**src/rtl/sele_arbiter.sv**
```systemverilog
// Four-way round-robin arbiter driving a 2-bit mux select; grant lags req by one cycle.
// No backpressure: an owner keeps the mux for at most HOLD_MAX cycles, then yields to the next requester.
module sele_arbiter #(
  parameter int unsigned HOLD_MAX = 8
) (
  input  logic       clk,
  input  logic       rst,
  input  logic [3:0] req,
  output logic [3:0] gnt,
  output logic       se1,
  output logic       se2,
  output logic       busy
);

  typedef enum logic {IDLE, GRANT} state_t;

  localparam logic [7:0] CNT_LAST = 8'(HOLD_MAX - 1);

  state_t     state, state_nxt;
  logic [1:0] owner, owner_nxt;
  logic [1:0] ptr, ptr_nxt;
  logic [7:0] cnt, cnt_nxt;
  logic [3:0] gnt_nxt;
  logic       se1_nxt, se2_nxt;
  logic       rel;
  logic [1:0] base;
  logic [1:0] win;
  logic [1:0] idx;

  // Release uses the post-release pointer, so a lone timed-out owner is found last and re-granted.
  assign rel  = (state == GRANT) && (!req[owner] || (cnt == CNT_LAST));
  assign base = rel ? (owner + 2'd1) : ptr;
  assign busy = |gnt;

  // Scan from lowest priority to highest so the highest-priority hit is the final write.
  always_comb begin
    win = base;
    idx = base;
    for (int k = 3; k >= 0; k--) begin
      idx = base + 2'(k);
      if (req[idx]) win = idx;
    end
  end

  always_comb begin
    state_nxt = state;
    owner_nxt = owner;
    ptr_nxt   = ptr;
    cnt_nxt   = cnt;
    gnt_nxt   = gnt;
    se1_nxt   = se1;
    se2_nxt   = se2;
    case (state)
      IDLE: begin
        gnt_nxt = 4'b0000;
        if (|req) begin
          state_nxt = GRANT;
          owner_nxt = win;
          cnt_nxt   = 8'd0;
          gnt_nxt   = 4'b0001 << win;
          se1_nxt   = ~win[1];
          se2_nxt   = ~win[0];
        end
      end
      GRANT: begin
        if (rel) begin
          ptr_nxt = owner + 2'd1;
          cnt_nxt = 8'd0;
          if (|req) begin
            owner_nxt = win;
            gnt_nxt   = 4'b0001 << win;
            se1_nxt   = ~win[1];
            se2_nxt   = ~win[0];
          end else begin
            state_nxt = IDLE;
            gnt_nxt   = 4'b0000;
          end
        end else begin
          cnt_nxt = cnt + 8'd1;
        end
      end
      default: begin
        state_nxt = IDLE;
        gnt_nxt   = 4'b0000;
      end
    endcase
  end

  always_ff @(posedge clk) begin
    if (rst) begin
      state <= IDLE;
      owner <= 2'd0;
      ptr   <= 2'd0;
      cnt   <= 8'd0;
      gnt   <= 4'b0000;
      se1   <= 1'b1;
      se2   <= 1'b1;
    end else begin
      state <= state_nxt;
      owner <= owner_nxt;
      ptr   <= ptr_nxt;
      cnt   <= cnt_nxt;
      gnt   <= gnt_nxt;
      se1   <= se1_nxt;
      se2   <= se2_nxt;
    end
  end

endmodule

```
**config.mk**
```make
export PLATFORM = sky130hd
export DESIGN_NAME = sele_arbiter
export DESIGN_NICKNAME = d
export VERILOG_FILES = /design/src/rtl/sele_arbiter.sv
export SDC_FILE = /design/constraint.sdc
export NUM_CORES = 1
export LEC_CHECK = 0
export ABC_CLOCK_PERIOD_IN_PS = 5600
export BUFFER_PORTS_ARGS = -buffer_cell sky130_fd_sc_hd__buf_2
export CAP_MARGIN = 30
export CORE_MARGIN = 5
export CORE_UTILIZATION = 61
export CTS_BUF_LIST = sky130_fd_sc_hd__clkbuf_4 sky130_fd_sc_hd__clkbuf_8 sky130_fd_sc_hd__clkbuf_16
export DETAILED_ROUTE_END_ITERATION = 7
export GPL_TIMING_DRIVEN = 0
export PLACE_DENSITY = 0.83
export SYNTH_ARGS = -nofsm -noshare
export SYNTH_HDL_FRONTEND = slang
export SYNTH_SLANG_ARGS = --single-unit
```
**constraint.sdc**
```tcl
create_clock -name clk -period 5.6 [get_ports clk]
set_clock_uncertainty 0.15 [all_clocks]
set_input_delay 0.28 -clock clk [delete_from_list [all_inputs] [get_ports clk]]
set_output_delay 0.28 -clock clk [all_outputs]
set_load 0.005 [all_outputs]
```
# After elaboration in Yosys (flattened, before gate mapping)
# Index checks and enable logic that the tools add are counted.
# classes
n_addsub,5
n_lt_le_gt_ge,5
eq_ne,3
shift,1
muxes,33
bitwise,3
reduce_logical,5
# op_table
cell,count
$mux W8,2
$pmux W8 S2,1
$lt A2 B3 Y1 const B,5
$mux W2,7
$mux W1,11
$bmux W1 S2,5
$add A8 B1 Y8 const B,1
$eq A8 B3 Y1 const B,1
$mux W4,2
$pmux W4 S2,1
$reduce_or A4 Y1,2
$pmux W1 S2,3
$add A2 B1 Y2 const B,2
$add A2 B2 Y2 const B,2
$pmux W2 S2,1
$shl A1 B2 Y4 const A,1
$not A1 Y1,3
$ne A2 B1 Y1 const B,1
$ne A2 B2 Y1 const B,1
$logic_and A1 B1 Y1,1
$logic_not A1 Y1,1
$logic_or A1 B1 Y1,1
# word_totals
reg_bits,19
in_bits,6
output_inout_bits,7

# Logic depth before layout (Yosys ltp)
# Gate-level depths: netlist (run 1).
# depth
depth_word,17
depth_mapped,8
ltp_nobuf,7

# Least setup slack after synthesis (run 1)
# Ideal clock, no wire load.
# synth_path
path_kind,register to register
startpoint,register owner[0]
endpoint,register se1
setup_time_ns,0.126
arrival_ns,1.994
slack_ns,3.330
stages_incl_launch_ff,7
period_less_slack_ns,2.270
cell_sequence,dfxtp_1 -> mux4_2 -> o211a_2 -> a211o_4 -> or3_1 -> a311oi_2 -> a21oi_1
# synth_between
elab_chain_len,17
# synth_lines
item,line_no,rtl
from (decl),20,"logic [1:0] owner, owner_nxt;"
from (signal assigned),100,owner <= owner_nxt;
$bmux W1 S2,31,assign rel = (state == GRANT) && (!req[owner] || (cnt == CNT_LAST));
$mux W1 (not written as such),31,
$logic_not A1 Y1,31,
$logic_or A1 B1 Y1,31,
$logic_and A1 B1 Y1,31,
$mux W2,n/a,
$add A2 B2 Y2,40,idx = base + 2'(k);
$bmux W1 S2,41,if (req[idx]) win = idx;
$mux W1 (not written as such),41,
$mux W2 (4 in series),41,
$not A1 Y1,"61, 72",
$mux W1,"56, 69",
$mux W1,66,if (rel) begin
$pmux W1 S2,53,case (state)
to (signal assigned),104,se1 <= se1_nxt;
to (decl),10,"output logic se1,"
# Parallel ways exist; a longest one is shown, timed or not. The select of a mux whose other input is x is not followed.
# A chain may end at the register's enable or synchronous reset.

# Worst setup path after layout (run 1)
# layout_path
startpoint,register cnt[0]
endpoint,register se1
# layout_between
elab_chain_len,15
# layout_lines
item,line_no,rtl
from (decl),22,"logic [7:0] cnt, cnt_nxt;"
from (signal assigned),102,cnt <= cnt_nxt;
$eq A8 B3 Y1 *,31,
$logic_or A1 B1 Y1 *,31,
$logic_and A1 B1 Y1 *,31,
$mux W2,n/a,
$add A2 B2 Y2,40,
$bmux W1 S2,41,
$mux W1 (not written as such),41,
$mux W2 (4 in series),41,
$not A1 Y1,"61, 72",
$mux W1,"56, 69",
$mux W1,66,
$pmux W1 S2,53,
# Mark *: on every way between the ends. The rest lies on a longest branch, timed or not. The select of a mux whose other input is x is not followed.

==> results of run 1 <==
-- layer usage --
metal	wire (µm)	vias to the layer above	part of all wire
li1	-	526	-
met1	1220	499	0.46
met2	1230	44	0.47
met3	109	13	0.041
met4	78	0	0.030
met5	0	-	0
-- how the worst max path moves through the flow --
stage | to | slack, ns | cells after the start
3_5_place_dp | se1 | 3.16 | 7
3_3_place_gp | se1 | 3.21 | 6
4_1_cts | se1 | 3.15 | 7
5_1_grt | se1 | 2.93 | 8
6_report | se1 | 3.12 | 7
2_1_floorplan | se1 | 3.33 | 6
-- area by class of cell --
class                      instances  area [µm²]
multi-input combinational        101         668
tap                               25        31.3
buffer                            10        61.3
timing repair buffer               8        40.0
fill                             149         510
sequential                        19         380
clock buffer                       3        22.5
clock inverter                     1        5.00
inverter                           7        26.3
-- worst register-to-register path, delay by kind of cell (launching register included) --
family | cells | cell delay [ns]
compound gates | 4 | 1.03
simple gates | 2 | 0.60
flops | 1 | 0.38
fa+ha+maj | 1 | 0.22
-- logic make-up after synthesis --
kind of cell             after synthesis  synth area share
multiplexers                           4            0.0485
AND/OR/NAND/NOR                       53             0.247
flip-flops                            19             0.335
adder cells (fa/ha/maj)                1            0.0110
AO/OA/AOI/OAI                         42             0.274
buffers and inverters                 17            0.0771
XOR/XNOR                               1           0.00771
-- power groups by stage --
stage	clock network (µW)	logic, µW	registers [µW]
CTS	71.8	108	158
global placement	0	103	160
detailed placement	0	106	161
global route	78.0	120	160
finish	69.9	109	158
floorplan	0	81.1	159
-- registers in the layout (all words and copies together) (netlist names) --
name and count:
ptr 2, se1 1, cnt 8, owner 2, se2 1, state 1
gnt 4
-- through the flow --
stage | total power, µW | setup WS, ns | util | hold slack, ns | std cells
CTS | 338 | 3.15 | 0.708 | 0.109 | 174
detailed placement | 267 | 3.16 | 0.692 | 0.285 | 170
global placement | 263 | 3.21 | 0.692 | 0.279 | 170
finish | 337 | 3.12 | 0.708 | 0.109 | 174
floorplan | 240 | 3.33 | - | 0.291 | 137
global route | 358 | 2.93 | 0.708 | 0.114 | 174
-- cells in the final DEF, fill, tap and decap left out, types with 3 or more instances in the layout --
cell	netlist	final
and3_1	4	4
nand2b_1	3	3
inv_1	7	7
a21oi_1	10	10
buf_2	1	9
nand3_1	4	4
buf_6	3	3
dfxtp_1	19	19
o21ai_0	7	7
clkbuf_4	0	3
clkbuf_1	6	6
nand2_1	7	7
nor2_1	20	20
o211a_1	3	3
==> results.sh, run 1 <==
export IMPL_status="completed"
export IMPL_synth_top_area_frac=0.335
export IMPL_worstMarginPinSlew_ns=0.668
export IMPL_grt_pass1_vias=1014
export IMPL_die_y_um=53.2
export IMPL_r2r_start="cnt[0]"
export IMPL_arrival_ns=2.52
export IMPL_clk_root_buffer_cell="clkbuf_4"
export IMPL_slowest_stage="dfxtp_1"
export IMPL_slew_violations=0
export IMPL_ir_drop_mv=0.162
export IMPL_finalSetupViolCount=0
export IMPL_synth_async_reset_ratio=0
export IMPL_rows=15
export IMPL_grtUsageMet3=0.0282
export IMPL_p_per_area_nw_per_um2=273
export IMPL_synthesis_yosys_warnings=0
export IMPL_grt_antenna_before_repair=0
export IMPL_synthTopCellsByArea="dfxtp_1 (33%), nor2_1 (6.6%), a21oi_1 (4.4%)"
export IMPL_postRouteAntennaNets=0
export IMPL_grt_max_degree=12
export IMPL_grt_util_met1=0.297
export IMPL_firstDrtPassIters=8
export IMPL_crit_path_end_kind="flip-flop"
export IMPL_p_leak_uw=0.000523
export IMPL_tns_ns=0
export IMPL_synth_top_area_cell="dfxtp_1"
export IMPL_ys_flop_type="dfxtp_1"
export IMPL_intPower_uw=222
export IMPL_post_cts_buffers=0
export IMPL_dpl_cell_area_um2=1210
export IMPL_grt_usage=0.218
export IMPL_grt_util_met2=0.339
export IMPL_port_buffers=8
export IMPL_reg2reg_depth=7
export IMPL_fin_crit_ns=2.48
export IMPL_grt_pass1_wl_um=4520
export IMPL_r2r_slack_ns=3.12
export IMPL_maxCapViolations=0
export IMPL_drc=0
export IMPL_finalWeightedCongestion=0.844
export IMPL_clkPwrFrac=0.207
export IMPL_ys_types=46
export IMPL_worstPathCellList="ha_1 > nand4bb_1 > o211a_2 > a211o_4 > or3_1 > a311oi_2 > a21oi_1"
export IMPL_hold_path_startpoint="req[3]"
export IMPL_drive_gt1_frac=0.181
export IMPL_switching_share=0.340
export IMPL_r2r_end="se1"
export IMPL_startpoint_type="flip-flop"
export IMPL_clockBufferDepth=2
export IMPL_synth_seq_cells=19
export IMPL_clk_latency_ns=0.30
export IMPL_post_route_period_util=0.442
export IMPL_wl_per_cell_um=15.1
export IMPL_synth_most_common_cell="nor2_1"
export IMPL_synth_edf_count=0
export IMPL_initial_utilization=0.651
export IMPL_crit_path_max_fanout=7
export IMPL_ys_seq_area_frac=0.335
export IMPL_path_delay_family="compound AO/OA/AOI/OAI gates"
export IMPL_die_area_um2=2830
export IMPL_path_class="flip-flop to flip-flop"
export IMPL_grt_busiest_layer="met2"
export IMPL_crit_required_ns=5.64
export IMPL_num_vias=1082
export IMPL_area_delta_synth_final_pct=8.70
export IMPL_ioPinCount=13
export IMPL_cts_sinks=19
export IMPL_rsz0062_at_grt="false"
export IMPL_max_stage_delay_ns=0.38
export IMPL_syn_cell_area_um2=1140
export IMPL_cts_hold_buffers=0
export IMPL_synth_common_cells="nor2_1 (20), dfxtp_1 (19), a21oi_1 (10)"
export IMPL_cts_tree="yes"
export IMPL_max_slew_margin_rel=0.551
export IMPL_cts_htree_levels=1
export IMPL_cts_buffers=3
export IMPL_drtIter0Drc=46
export IMPL_crit_start="cnt[0]"
export IMPL_die_x_um=53.2
export IMPL_hold_viol=0
export IMPL_antenna_cells=0
export IMPL_fin_nets=157
export IMPL_hold_path_depth=2
export IMPL_syn_avg_cell_area_um2=8.29
export IMPL_synth_fp_nets=144
export IMPL_combPwrFrac=0.323
export IMPL_min_to="gnt[3]"
export IMPL_drt_vias_per_instance=6.22
export IMPL_cts_clk_slew_worst_paths_ns=0.11
export IMPL_cts_resized_gates=0
export IMPL_syn_inst=137
export IMPL_fmax_mhz=404
export IMPL_cp_num_buf_inv=0
export IMPL_hold_class="primary input to flip-flop"
export IMPL_core_region_area_um2=1750
export IMPL_postLayoutCellArea_um2=1230
export IMPL_p_sw_uw=114
export IMPL_dp_hpwl_um=1890
export IMPL_wirelength_um=2630
export IMPL_gr_total_overflow=0
export IMPL_seqPwrFrac=0.469
Note: power is estimated with default switching activity, not from simulation.
==> inputs of run 2 (changes only) <==
==> config.mk (replaced) <==
export PLATFORM = sky130hd
export DESIGN_NAME = sele_arbiter
export DESIGN_NICKNAME = d
export VERILOG_FILES = /design/src/rtl/sele_arbiter.sv
export SDC_FILE = /design/constraint.sdc
export NUM_CORES = 1
export LEC_CHECK = 0
export ABC_CLOCK_PERIOD_IN_PS = 2400
export BUFFER_PORTS_ARGS = -buffer_cell sky130_fd_sc_hd__buf_2
export CAP_MARGIN = 30
export CORE_MARGIN = 5
export CORE_UTILIZATION = 56
export CTS_BUF_LIST = sky130_fd_sc_hd__clkbuf_4 sky130_fd_sc_hd__clkbuf_8 sky130_fd_sc_hd__clkbuf_16
export DETAILED_ROUTE_END_ITERATION = 7
export GPL_TIMING_DRIVEN = 0
export PLACE_DENSITY = 0.77
export SYNTH_ARGS = -nofsm -noshare
export SYNTH_HDL_FRONTEND = slang
export SYNTH_SLANG_ARGS = --single-unit
==> constraint.sdc (replaced) <==
create_clock -name clk -period 2.4 [get_ports clk]
set_clock_uncertainty 0.15 [all_clocks]
set_input_delay 0.12 -clock clk [delete_from_list [all_inputs] [get_ports clk]]
set_output_delay 0.12 -clock clk [all_outputs]
set_load 0.005 [all_outputs]
==> run 2 against run 1 <==
Effect of this change: hold slack worse by 0.078 ns; setup slack worse by 3.1 ns; count of clock-buffer cells in the layout unchanged; power up 140%; sequential cell count unchanged; design area up 8.9%; register-to-register slack worse by 3.1 ns; critical endpoint unchanged.
==> results.sh, run 2 (same netlist as run 1, synthesis figures left out) <==
export IMPL_dp_hpwl_um=1800
export IMPL_cts_htree_levels=1
export IMPL_worstMarginPinSlew_ns=0.662
export IMPL_grt_util_met2=0.339
export IMPL_clockBufferDepth=2
export IMPL_drtIter0Drc=23
export IMPL_core_region_area_um2=1940
export IMPL_antenna_cells=0
export IMPL_drc=0
export IMPL_die_y_um=55.0
export IMPL_crit_required_ns=2.46
export IMPL_grt_util_met1=0.261
export IMPL_ir_drop_mv=0.341
export IMPL_port_buffers=8
export IMPL_die_x_um=55.0
export IMPL_grt_pass1_wl_um=4430
export IMPL_die_area_um2=3030
export IMPL_grt_pass1_vias=1023
export IMPL_post_route_period_util=0.976
export IMPL_hold_class="primary input to flip-flop"
export IMPL_grtUsageMet3=0.0241
export IMPL_ioPinCount=13
export IMPL_num_vias=1073
export IMPL_postRouteAntennaNets=0
export IMPL_p_per_area_nw_per_um2=613
export IMPL_finalWeightedCongestion=0.881
export IMPL_p_leak_uw=0.000547
export IMPL_gr_total_overflow=0
export IMPL_clk_root_buffer_cell="clkbuf_4"
export IMPL_drt_vias_per_instance=5.99
export IMPL_postLayoutCoreUtil=0.693
export IMPL_rows=16
export IMPL_clk_latency_ns=0.32
export IMPL_cts_buffers=3
export IMPL_area_delta_synth_final_pct=18.4
export IMPL_path_class="flip-flop to flip-flop"
export IMPL_maxCapViolations=0
export IMPL_final_common_cell="nor2_1"
export IMPL_rsz0062_at_grt="true"
export IMPL_fmax_mhz=427
export IMPL_firstDrtPassIters=4
export IMPL_finalSetupViolCount=0
export IMPL_status="completed"
export IMPL_fin_nets=160
export IMPL_regMostFlops="cnt"
export IMPL_crit_path_end_kind="flip-flop"
export IMPL_p_total_uw=824
export IMPL_largest_register_ffs=8
export IMPL_drive_gt1_frac=0.250
export IMPL_final_cell_mix="nor2_1 (20), dfxtp_1 (16), buf_2 (8)"
export IMPL_startpoint_type="flip-flop"
export IMPL_grt_max_degree=12
export IMPL_cts_tree="yes"
export IMPL_arrival_ns=2.40
export IMPL_largestRegisters="cnt: 8 flops, gnt: 4 flops"
export IMPL_grt_usage=0.205
export IMPL_slew_violations=0
export IMPL_fin_crit_ns=2.34
export IMPL_grt_antenna_before_repair=0
export IMPL_cts_clk_slew_worst_paths_ns=0.12
export IMPL_wirelength_um=2690
export IMPL_initial_utilization=0.585
export IMPL_cts_sinks=19
export IMPL_crit_path_max_fanout=7
export IMPL_tns_ns=0
export IMPL_max_slew_margin_rel=0.555
export IMPL_wl_per_cell_um=15.0
export IMPL_hold_viol=0
export IMPL_fillCellCount=161
export IMPL_grt_busiest_layer="met2"
## run 2: cell count changes in the layout (fill, tap and decap cells not counted), sizes merged
cell / delta
dlygate4sd3: +3
## run 2: stage by stage
| step | instances | setup WS (ns) | instance area [µm²] | hold slack, ns |
|---|---|---|---|---|
| finish | 179 | 0.0579 | 1350 | 0.0307 |
| floorplan | 137 | 0.130 | 1140 | 0.222 |
| CTS | 179 | 0.00551 | 1290 | 0.0173 |
| detailed placement | 172 | -0.0533 | 1210 | 0.273 |
| global placement | 172 | -0.0102 | 1210 | 0.258 |
| global route | 179 | -0.0112 | 1350 | 0.0427 |
## run 2: repair_timing
| item | CTS | global route |
|---|---|---|
| setup buffers | 1 | 0 |
| hold buffers | 3 | 0 |
| pin swaps | 1 | 1 |
| hold endpoints to repair | 4 | 0 |
| endpoints found under the setup margin | 2 | 8 |
| gates resized for setup | 4 | 12 |
## run 2: final timing paths
path	to	cells after the start	from	slack, ns
min	state	3	req[1]	0.03
min reg2reg	se2	2	se2	0.30
max	se1	6	owner[0]	0.06
max reg2reg	se1	6	owner[0]	0.06
## run 2: area by class of cell
cell class | instances | area (µm²) | area share
Sequential cell | 19 | 387 | 0.287
Clock inverter | 1 | 5.00 | 0.00372
Timing Repair Buffer | 12 | 77.6 | 0.0577
Tap cell | 27 | 33.8 | 0.0251
Inverter | 7 | 26.3 | 0.0195
Buffer | 9 | 57.6 | 0.0428
Multi-Input combinational cell | 101 | 736 | 0.547
Clock buffer | 3 | 22.5 | 0.0167
## run 2: metal layers
metal  vias up  share of wire  wire [µm]
met3         7          0.074        199
met2        41           0.47       1270
met5         -              0          0
li1        537              -          -
met4         0          0.023         63
met1       488           0.43       1150
## run 2: critical path, stage by stage, from the launching register on
cell and delay (ns):
dfxtp_4 0.39, mux4_2 0.53, o211a_4 0.17, a211o_4 0.30, or3_4 0.34, a311oi_4 0.30
a21oi_2 0.05
## run 2: power breakdown
part	internal [µW]	total [µW]	switching, µW
Combinational	132	283	151
Sequential	345	369	24.8
Clock	62.5	172	110
Total	539	824	285
